--- src/rtl/adc_scan_pkg.sv ---
// adc_scan_pkg: shared types and constants for the ADC scan controller.
//   - scan_state_e : controller FSM state encoding
//   - CNT_1US_DEF  : default clk cycles per 1 us tick
//   - *_W          : channel / data / delay / average-exponent / mask widths
package adc_scan_pkg;

  localparam int CNT_1US_DEF = 50;

  localparam int CH_W    = 4;
  localparam int DATA_W  = 12;
  localparam int DLY_W   = 16;
  localparam int NUM_B_W = 5;
  localparam int MASK_W  = 16;

  typedef enum logic [1:0] {
    IDLE = 2'd0,
    SEL  = 2'd1,
    CONV = 2'd2,
    GAP  = 2'd3
  } scan_state_e;

endpackage

--- src/rtl/adc_scan_ctrl_if.sv ---
// adc_scan_ctrl_if: controller <-> converter handshake bundle.
//   ad_start  : one-cycle start pulse from the controller
//   ad_chan   : channel to convert
//   ad_dly    : settle delay in us
//   ad_num_b  : log2 of averaging count
//   ad_data   : conversion result, meaningful only while ad_done is high
//   ad_done   : one-cycle completion pulse from the converter
// Handshake: the controller raises ad_start for exactly one cycle and holds
// ad_chan/ad_dly/ad_num_b stable from that cycle until it samples ad_done high.
// The converter answers with one ad_done pulse carrying ad_data; ad_done seen
// while no conversion is outstanding is ignored by the controller.
// Modports: master = controller side, slave = converter side.
interface adc_scan_ctrl_if;
  import adc_scan_pkg::*;

  logic               ad_start;
  logic [CH_W-1:0]    ad_chan;
  logic [DLY_W-1:0]   ad_dly;
  logic [NUM_B_W-1:0] ad_num_b;
  logic [DATA_W-1:0]  ad_data;
  logic               ad_done;

  modport master (
    output ad_start, ad_chan, ad_dly, ad_num_b,
    input  ad_data, ad_done
  );

  modport slave (
    input  ad_start, ad_chan, ad_dly, ad_num_b,
    output ad_data, ad_done
  );

endinterface

--- src/rtl/adc_us_tick.sv ---
// adc_us_tick: 1 us tick generator.
//   clk, rst_n : clock, asynchronous active-low reset
//   en         : count while high
//   clr        : synchronous clear of the prescaler (has priority over en)
//   tick       : one-cycle pulse every CNT enabled cycles
module adc_us_tick #(
  parameter int CNT = 50
) (
  input  logic clk,
  input  logic rst_n,
  input  logic en,
  input  logic clr,
  output logic tick
);

  localparam int W = (CNT > 1) ? $clog2(CNT) : 1;
  localparam logic [W-1:0] LAST = W'(CNT - 1);

  logic [W-1:0] cnt;

  assign tick = en && !clr && (cnt == LAST);

  always_ff @(posedge clk or negedge rst_n) begin
    if (!rst_n) begin
      cnt <= '0;
    end else if (clr || !en) begin
      cnt <= '0;
    end else if (cnt == LAST) begin
      cnt <= '0;
    end else begin
      cnt <= cnt + 1'b1;
    end
  end

endmodule

--- src/rtl/adc_scan_ctrl.sv ---
// adc_scan_ctrl: sequences an external ADC over the enabled channels of a
// mask, one conversion at a time, optionally repeating scans after a gap.
// Ports:
//   clk, rst_n          : clock, asynchronous active-low reset
//   scan_start          : one-cycle pulse, starts a scan (only honoured in IDLE)
//   scan_cont           : level, repeat scans while high
//   ch_mask             : bit i enables channel i
//   dly_cfg, num_b_cfg  : forwarded to the converter per conversion
//   ivl_cfg             : gap between repeated scans in us
//   ad                  : converter handshake (adc_scan_ctrl_if.master)
//   res_valid/chan/data/err : one-cycle result strobe with channel, data, error
//   scan_done           : one-cycle end-of-scan pulse
//   busy                : high whenever the FSM is not IDLE
// Optional feature: define ADC_SCAN_TIMEOUT_EN to enable the conversion
// watchdog (TO_US us without ad_done yields an error result). Without it the
// controller waits indefinitely in CONV and res_err is tied low.
module adc_scan_ctrl
  import adc_scan_pkg::*;
#(
  parameter int CH_NUM  = 8,
  parameter int CNT_1US = CNT_1US_DEF,
  parameter int TO_US   = 65535
) (
  input  logic               clk,
  input  logic               rst_n,
  input  logic               scan_start,
  input  logic               scan_cont,
  input  logic [MASK_W-1:0]  ch_mask,
  input  logic [DLY_W-1:0]   dly_cfg,
  input  logic [NUM_B_W-1:0] num_b_cfg,
  input  logic [DLY_W-1:0]   ivl_cfg,
  adc_scan_ctrl_if.master    ad,
  output logic               res_valid,
  output logic [CH_W-1:0]    res_chan,
  output logic [DATA_W-1:0]  res_data,
  output logic               res_err,
  output logic               scan_done,
  output logic               busy
);

  // The us counter serves both the inter-scan gap (16-bit ivl) and the
  // watchdog, so it must be wide enough for whichever is larger.
  localparam int US_W = (TO_US > 65535) ? $clog2(TO_US + 1) : 16;
  localparam logic [4:0] CH_END = 5'(CH_NUM);

  scan_state_e        state;
  logic [4:0]         ch_idx;   // must reach CH_NUM (up to 16)
  logic [MASK_W-1:0]  sh_mask;
  logic [DLY_W-1:0]   sh_dly;
  logic [NUM_B_W-1:0] sh_num_b;
  logic [DLY_W-1:0]   sh_ivl;
  logic [US_W-1:0]    us_cnt;
  logic               tick;
  logic               tick_en;

  // Every entry into CONV or GAP comes from SEL, where the prescaler is held
  // clear, so each of those states starts with a fresh 1 us period.
  assign tick_en = (state == CONV) || (state == GAP);
  assign busy    = (state != IDLE);

  adc_us_tick #(.CNT(CNT_1US)) u_tick (
    .clk  (clk),
    .rst_n(rst_n),
    .en   (tick_en),
    .clr  (!tick_en),
    .tick (tick)
  );

`ifdef ADC_SCAN_TIMEOUT_EN
  localparam logic [US_W-1:0] TO_LAST = US_W'(TO_US - 1);
  logic res_err_q;
  assign res_err = res_err_q;
`else
  assign res_err = 1'b0;
`endif

  always_ff @(posedge clk or negedge rst_n) begin
    if (!rst_n) begin
      state       <= IDLE;
      ch_idx      <= '0;
      sh_mask     <= '0;
      sh_dly      <= '0;
      sh_num_b    <= '0;
      sh_ivl      <= '0;
      us_cnt      <= '0;
      ad.ad_start <= 1'b0;
      ad.ad_chan  <= '0;
      ad.ad_dly   <= '0;
      ad.ad_num_b <= '0;
      res_valid   <= 1'b0;
      res_chan    <= '0;
      res_data    <= '0;
      scan_done   <= 1'b0;
`ifdef ADC_SCAN_TIMEOUT_EN
      res_err_q   <= 1'b0;
`endif
    end else begin
      ad.ad_start <= 1'b0;
      res_valid   <= 1'b0;
      scan_done   <= 1'b0;

      case (state)
        IDLE: begin
          if (scan_start) begin
            sh_mask  <= ch_mask;
            sh_dly   <= dly_cfg;
            sh_num_b <= num_b_cfg;
            sh_ivl   <= ivl_cfg;
            ch_idx   <= '0;
            state    <= SEL;
          end
        end

        SEL: begin
          us_cnt <= '0;
          if (ch_idx == CH_END) begin
            scan_done <= 1'b1;
            state     <= scan_cont ? GAP : IDLE;
          end else if (sh_mask[ch_idx[3:0]]) begin
            ad.ad_start <= 1'b1;
            ad.ad_chan  <= ch_idx[3:0];
            ad.ad_dly   <= sh_dly;
            ad.ad_num_b <= sh_num_b;
            state       <= CONV;
          end else begin
            ch_idx <= ch_idx + 1'b1;
          end
        end

        CONV: begin
          if (ad.ad_done) begin
            res_data  <= ad.ad_data;
            res_chan  <= ch_idx[3:0];
            res_valid <= 1'b1;
`ifdef ADC_SCAN_TIMEOUT_EN
            res_err_q <= 1'b0;
`endif
            ch_idx    <= ch_idx + 1'b1;
            state     <= SEL;
          end
`ifdef ADC_SCAN_TIMEOUT_EN
          else if (tick && (us_cnt == TO_LAST)) begin
            res_data  <= '0;
            res_chan  <= ch_idx[3:0];
            res_valid <= 1'b1;
            res_err_q <= 1'b1;
            ch_idx    <= ch_idx + 1'b1;
            state     <= SEL;
          end
`endif
          else if (tick) begin
            us_cnt <= us_cnt + 1'b1;
          end
        end

        GAP: begin
          // Dropping scan_cont wins over a restart in the same cycle.
          if (!scan_cont) begin
            state <= IDLE;
          end else if (us_cnt == US_W'(sh_ivl)) begin
            sh_mask  <= ch_mask;
            sh_dly   <= dly_cfg;
            sh_num_b <= num_b_cfg;
            sh_ivl   <= ivl_cfg;
            ch_idx   <= '0;
            state    <= SEL;
          end else if (tick) begin
            us_cnt <= us_cnt + 1'b1;
          end
        end

        default: state <= IDLE;
      endcase
    end
  end

endmodule

--- src/flat_wrapper.sv ---
// flat-port wrapper written by rule: the top's interface ports become plain ports
module adc_scan_ctrl_flat import adc_scan_pkg::*;
#(
  parameter int CH_NUM  = 8,
  parameter int CNT_1US = CNT_1US_DEF,
  parameter int TO_US   = 65535
)
  (clk, rst_n, scan_start, scan_cont, ch_mask, dly_cfg, num_b_cfg, ivl_cfg, res_valid, res_chan, res_data, res_err, scan_done, busy, ad_ad_start, ad_ad_chan, ad_ad_dly, ad_ad_num_b, ad_ad_data, ad_ad_done);
  adc_scan_ctrl_if ad_i ();
  input  logic clk;
  input  logic rst_n;
  input  logic scan_start;
  input  logic scan_cont;
  input  logic [MASK_W-1:0] ch_mask;
  input  logic [DLY_W-1:0] dly_cfg;
  input  logic [NUM_B_W-1:0] num_b_cfg;
  input  logic [DLY_W-1:0] ivl_cfg;
  output logic res_valid;
  output logic [CH_W-1:0] res_chan;
  output logic [DATA_W-1:0] res_data;
  output logic res_err;
  output logic scan_done;
  output logic busy;
  output wire logic [$bits(ad_i.ad_start)-1:0] ad_ad_start;
  output wire logic [$bits(ad_i.ad_chan)-1:0] ad_ad_chan;
  output wire logic [$bits(ad_i.ad_dly)-1:0] ad_ad_dly;
  output wire logic [$bits(ad_i.ad_num_b)-1:0] ad_ad_num_b;
  input wire logic [$bits(ad_i.ad_data)-1:0] ad_ad_data;
  input wire logic [$bits(ad_i.ad_done)-1:0] ad_ad_done;
  assign ad_ad_start = ad_i.ad_start;
  assign ad_ad_chan = ad_i.ad_chan;
  assign ad_ad_dly = ad_i.ad_dly;
  assign ad_ad_num_b = ad_i.ad_num_b;
  assign ad_i.ad_data = ad_ad_data;
  assign ad_i.ad_done = ad_ad_done;
  adc_scan_ctrl #(.CH_NUM(CH_NUM), .CNT_1US(CNT_1US), .TO_US(TO_US)) u_core (.clk(clk), .rst_n(rst_n), .scan_start(scan_start), .scan_cont(scan_cont), .ch_mask(ch_mask), .dly_cfg(dly_cfg), .num_b_cfg(num_b_cfg), .ivl_cfg(ivl_cfg), .ad(ad_i), .res_valid(res_valid), .res_chan(res_chan), .res_data(res_data), .res_err(res_err), .scan_done(scan_done), .busy(busy));
endmodule
--- config.mk ---
export PLATFORM = sky130hd
export DESIGN_NAME = adc_scan_ctrl_flat
export DESIGN_NICKNAME = d
export VERILOG_FILES = /design/src/rtl/adc_scan_pkg.sv /design/src/rtl/adc_scan_ctrl_if.sv /design/src/rtl/adc_us_tick.sv /design/src/rtl/adc_scan_ctrl.sv /design/src/flat_wrapper.sv
export SDC_FILE = /design/constraint.sdc
export NUM_CORES = 1
export LEC_CHECK = 0
export CAP_MARGIN = 0
export CORE_MARGIN = 8
export CORE_UTILIZATION = 51
export CTS_CLUSTER_SIZE = 14
export DETAILED_ROUTE_END_ITERATION = 10
export GPL_TIMING_DRIVEN = 0
export MAX_ROUTING_LAYER = met4
export PLACE_DENSITY = 0.8
export SETUP_SLACK_MARGIN = 0.15
export SYNTH_ARGS = -nofsm -noshare
export SYNTH_HDL_FRONTEND = slang
export SYNTH_SLANG_ARGS = --single-unit
--- constraint.sdc ---
create_clock -name clk -period 3.8 [get_ports clk]
set_clock_uncertainty 0.2 [all_clocks]
set_input_delay 0.57 -clock clk [delete_from_list [all_inputs] [get_ports clk]]
set_output_delay 0.57 -clock clk [all_outputs]
set_load 0.03 [all_outputs]
==> results, run 1 <==
- The run finished with clean final reports.
- For this run the aggregate overflow at the end of global routing stands at 0.
- The floorplan step set the die height to 121 microns.
- Across all register-to-register paths, the minimum setup slack is 0.49 ns.
- During synthesis, Yosys emitted a total of 0 warnings.
- The part of the Yosys area used for sequential elements is 56.1%.
- The detail-routed via count per cell is 5.34.
- The critical path crosses 9 cells after its start point.
- The number of global-route vias before repair is 4293.
- The data arrival at the endpoint of the critical path is 3.52 ns.
- For the pin with the worst max-slew slack, the measured transition is 1.03 ns.
- The net count after synthesis is 523.
- For this design the top-level I/O count stands at 116.
- The post-cts sizing count is 0.
- The mapped netlist covers 0.00562 sq mm.
- In this run the static leakage power is 0.00324 uW.
- Summed over all failing endpoints, the final setup total negative slack is 0 ns.
- The number of nets in the layout is 658.
- The effective utilization at floorplan is 52.1%.
- Per report_power, the sequential group accounts for 33.4% of the total.
- The worst pin sits at a relative slew slack of 31.4%.
- The tool flagged a number of max-cap violations equal to 0.
- TritonCTS built the clock tree.
- The die span in x is 121 microns.
- The max-slew violation count came to 0.
- The post-CTS setup buffer count is 0.
- The most numerous cell type found on the critical path is clkbuf_1.
- Counting distinct cell types in the post-synthesis netlist gives 49.
- After detailed routing, no signal wire sits above met4.
- The timing-limited maximum frequency is 302 MHz.
- The antenna diode count is 0.
- Synthesis inferred 126 register bits.
- The worst hold path was traced through 2 stages.
- The core area is 0.0108 sq mm.
- The internal power is 4400 uW.
- The share of layout cells above drive strength 1 is 22.6%.
- For this block, the initial DRC count from the detailed router was 160.
- The clock root buffer is clkbuf_8.
- The number of buffers inserted by port buffering is 114.
- The floorplan row count is 38.
- The net switching power figure is 2390 uW.
- Combinational logic is responsible for 42.7% of the overall power.
- From synthesis to final layout, the design area changed by 34.7%.
- In the layout the commonest cells are dfrtp_1 (126), clkdlybuf4s50_1 (113), mux2_2 (86).
- The count of final setup violators is 0.
- The power density normalized to cell area is 897 mW/mm^2.
- The die area is 0.0146 sq mm.
- Setup repair after global routing left no endpoint under its margin.
- Dividing the detail-routed wire length by the instance count gives 17.8 microns.
- The setup path with the least slack is of type reg -> reg.
- The met3 routed wirelength is 596 microns.
- Of all flip-flops after synthesis, the portion carrying an async set or reset was 100%.
- Net switching is 35.2% of the power.
- The DRC violation count after routing is 0.
- At the worst endpoint, the required time is 4.01 ns.
- Synthesis produced a netlist whose cell count is 444.
- In this run the most critical hold path is launched from u_core.res_chan[2].
- The endpoint of the lowest-slack register-to-register path is u_core.us_cnt[14].
- Each instance of the synthesized netlist takes up on average 12.7 sq um.
- The HPWL after detailed placement is 9330 microns.
- The kind of capture point of the worst setup path is a flip-flop.
- In the synthesized netlist the dominant register cell turns out to be dfrtp_1.
- The final critical path takes up 87.1% of the cycle.
- The number of buffers added by the clock tree synthesis step is 17.
- The final routed wirelength across all metal layers is 13000 microns.
- The path with the worst hold slack has its endpoint at u_core.res_chan[2].
- The worst-path maximum fanout is 10.
- Wire segments on met2 add up to 7000 microns in the final route.
- The post-route core utilization is 70.1%.
- The detailed router put a total of 5270 microns of wire on met1.
- Among cell families on the critical path, the largest total delay comes from compound AO/OA/AOI/OAI gates.
- The H-tree was split into 4 levels.
- The pin count of the biggest net entering global routing is 89.
- The most critical setup path has its startpoint at u_core.state[1].
- The number of enable flip-flop cells after synthesis is 0.
- The clock network burns 23.9% of the power.
- The number of antenna violations at the first check in global routing is 0.
- The remaining antenna violation count is 0.
- The critical path contains buffers and inverters numbering 3 combined.
- On the critical path, the stage with the largest delay is an instance of a2111oi_2.
- The buffer depth of the longest clock path is 2.
- The via total after detailed routing is 3907.
- Leaving out fill and tap cells, the most frequent cell in the layout is dfrtp_1.
- The hold violation total from the final report came to 0.
- The final estimated routing congestion in global placement is 0.800.
- The path class of the tightest hold or removal check is reg -> reg.
- The kind of launch point of the worst setup path is a flip-flop.
- The count of TritonRoute iterations in the first routing pass is 4.
- The final-layout fill cell count is 739.
- The length in cells of the worst reg-to-reg path is 9.
- The clock period minus worst slack is 3.31 ns.
- IR analysis of the VDD net gives a maximum drop of 0.587 mV.
- The reg-to-reg startpoint is u_core.state[1].
- Global routing used 19.3% of the available tracks.
- The critical path goes through inv_1 -> ha_1 -> clkbuf_1 -> and2_1 -> clkbuf_1 -> a31oi_1 -> a2111oi_2 -> a21oi_1 -> a31o_2.
- The clock reaches the later pin of the worst-skew pair after 0.52 ns.
- On the worst path, the slowest cell contributes a delay of 0.97 ns.
- The clock-pin slew on the worst setup and hold paths is 0.06 ns.
- The clock drives 126 sinks.
- The first global-routing pass estimated 21500 microns of wire.
sequential cells by signal, indices dropped and copies added, names as in the netlist, 5 cells and up:
| register | cells |
|---|---|
| u_core.ad.ad_num_b | 5 |
| u_core.u_tick.cnt | 6 |
| u_core.res_data | 12 |
| u_core.ch_idx | 5 |
| u_core.sh_num_b | 5 |
| u_core.ad.ad_dly | 16 |
| u_core.sh_mask | 16 |
| u_core.us_cnt | 16 |
| u_core.sh_dly | 16 |
| u_core.sh_ivl | 16 |
worst max-delay path by stage:
stage / to / slack (ns)
after floorplan: u_core.us_cnt[14] / 1.10
after global placement: u_core.res_data[9] / -2.81
after detailed placement: u_core.us_cnt[14] / 0.53
after CTS: u_core.us_cnt[14] / 0.51
after global routing: u_core.us_cnt[14] / 0.23
final: u_core.us_cnt[14] / 0.49
metrics by stage:
| step | cells | power [uW] | hold slack [ns] | worst slack (ns) | cell area [sq um] |
|---|---|---|---|---|---|
| finish | 732 | 6790 | 0.288 | 0.489 | 7570 |
| global route | 732 | 7170 | 0.314 | 0.234 | 7570 |
| CTS | 732 | 6880 | 0.289 | 0.514 | 7570 |
| detailed placement | 699 | 5190 | 0.279 | 0.534 | 6960 |
| global placement | 698 | 5050 | 0.263 | -2.81 | 6930 |
| floorplan | 444 | 4190 | 0.0744 | 1.10 | 5620 |
Yosys cell counts (all sizes together), types with 2 or more instances:
library cell | instances | share of area (%)
a21o | 8 | 1.1
inv | 20 | 1.3
xor2 | 2 | 0.31
xnor2 | 22 | 3.4
a2111oi | 2 | 0.42
clkbuf | 9 | 0.60
dfrtp | 126 | 56
and3 | 3 | 0.33
o21ai | 11 | 0.98
a21oi | 16 | 1.5
nand3 | 13 | 1.2
a41o | 2 | 0.36
buf | 10 | 1.1
mux2 | 90 | 18
mux2i | 9 | 1.6
a221o | 2 | 0.36
a31o | 3 | 0.47
and2 | 4 | 0.45
a211oi | 3 | 0.40
nor2b | 4 | 0.45
and4 | 3 | 0.47
nand2 | 23 | 1.5
nor2 | 22 | 1.5
ha | 9 | 2.0
nand4 | 7 | 0.78
a31oi | 3 | 0.33
power groups by stage:
stage                     Combinational (uW)  Sequential [uW]  Clock, uW
after CTS                               2950             2270       1660
after global placement                  2820             2230          0
after detailed placement                2910             2270          0
after global routing                    3130             2340       1710
final                                   2900             2270       1620
after floorplan                         1560             2630          0
per-layer routing:
metal	vias up	GRT usage, %
met5	-	-
met4	0	5.54
met3	17	5.72
met1	1978	21.0
li1	1828	-
met2	84	33.4
worst reg2reg max path: stages, from the launching register on:
cell,delay (ns)
dfrtp_1,0.41
inv_1,0.13
ha_1,0.16
clkbuf_1,0.32
and2_1,0.19
clkbuf_1,0.24
a31oi_1,0.17
a2111oi_2,0.97
a21oi_1,0.16
a31o_2,0.26
timing repair:
| action | 4_1_cts | 5_1_grt |
|---|---|---|
| hold buffers | 1 | 0 |
| hold endpoints to repair | 38 | 0 |
| setup endpoints to repair | 0 | 0 |
logic make-up (layout without fill, tap and decap cells):
kind of cell / Yosys count / in the layout / synth area share, %
buf+inv: 40 / 188 / 3.14
xor+xnor: 24 / 24 / 3.74
mux: 100 / 100 / 20.0
fa+ha+maj: 9 / 9 / 2.00
compound gates: 59 / 59 / 7.24
simple gates: 85 / 85 / 7.64
other cells: 1 / 1 / 0.0668
flops: 126 / 126 / 56.1
final cells by class:
| cell class | count | area, sq um | area share (%) |
|---|---|---|---|
| Tap cell | 140 | 175 | 2.31 |
| Inverter | 21 | 78.8 | 1.04 |
| Clock inverter | 10 | 134 | 1.77 |
| Timing Repair Buffer | 116 | 1180 | 15.6 |
| Buffer | 19 | 97.6 | 1.29 |
| Multi-Input combinational cell | 278 | 2290 | 30.2 |
| Sequential cell | 126 | 3150 | 41.7 |
| Clock buffer | 22 | 463 | 6.12 |
Power figures use the tool's default switching activity.
==> run 2, diff against run 1 <==
Settings changed: SKIP_CTS_REPAIR_TIMING set to 1.
==> results of run 2 <==
The final DEF is identical to that of run 1; final timing and power are the same.
Main changes from that run: via count of the first global-routing pass 4293 -> 4290
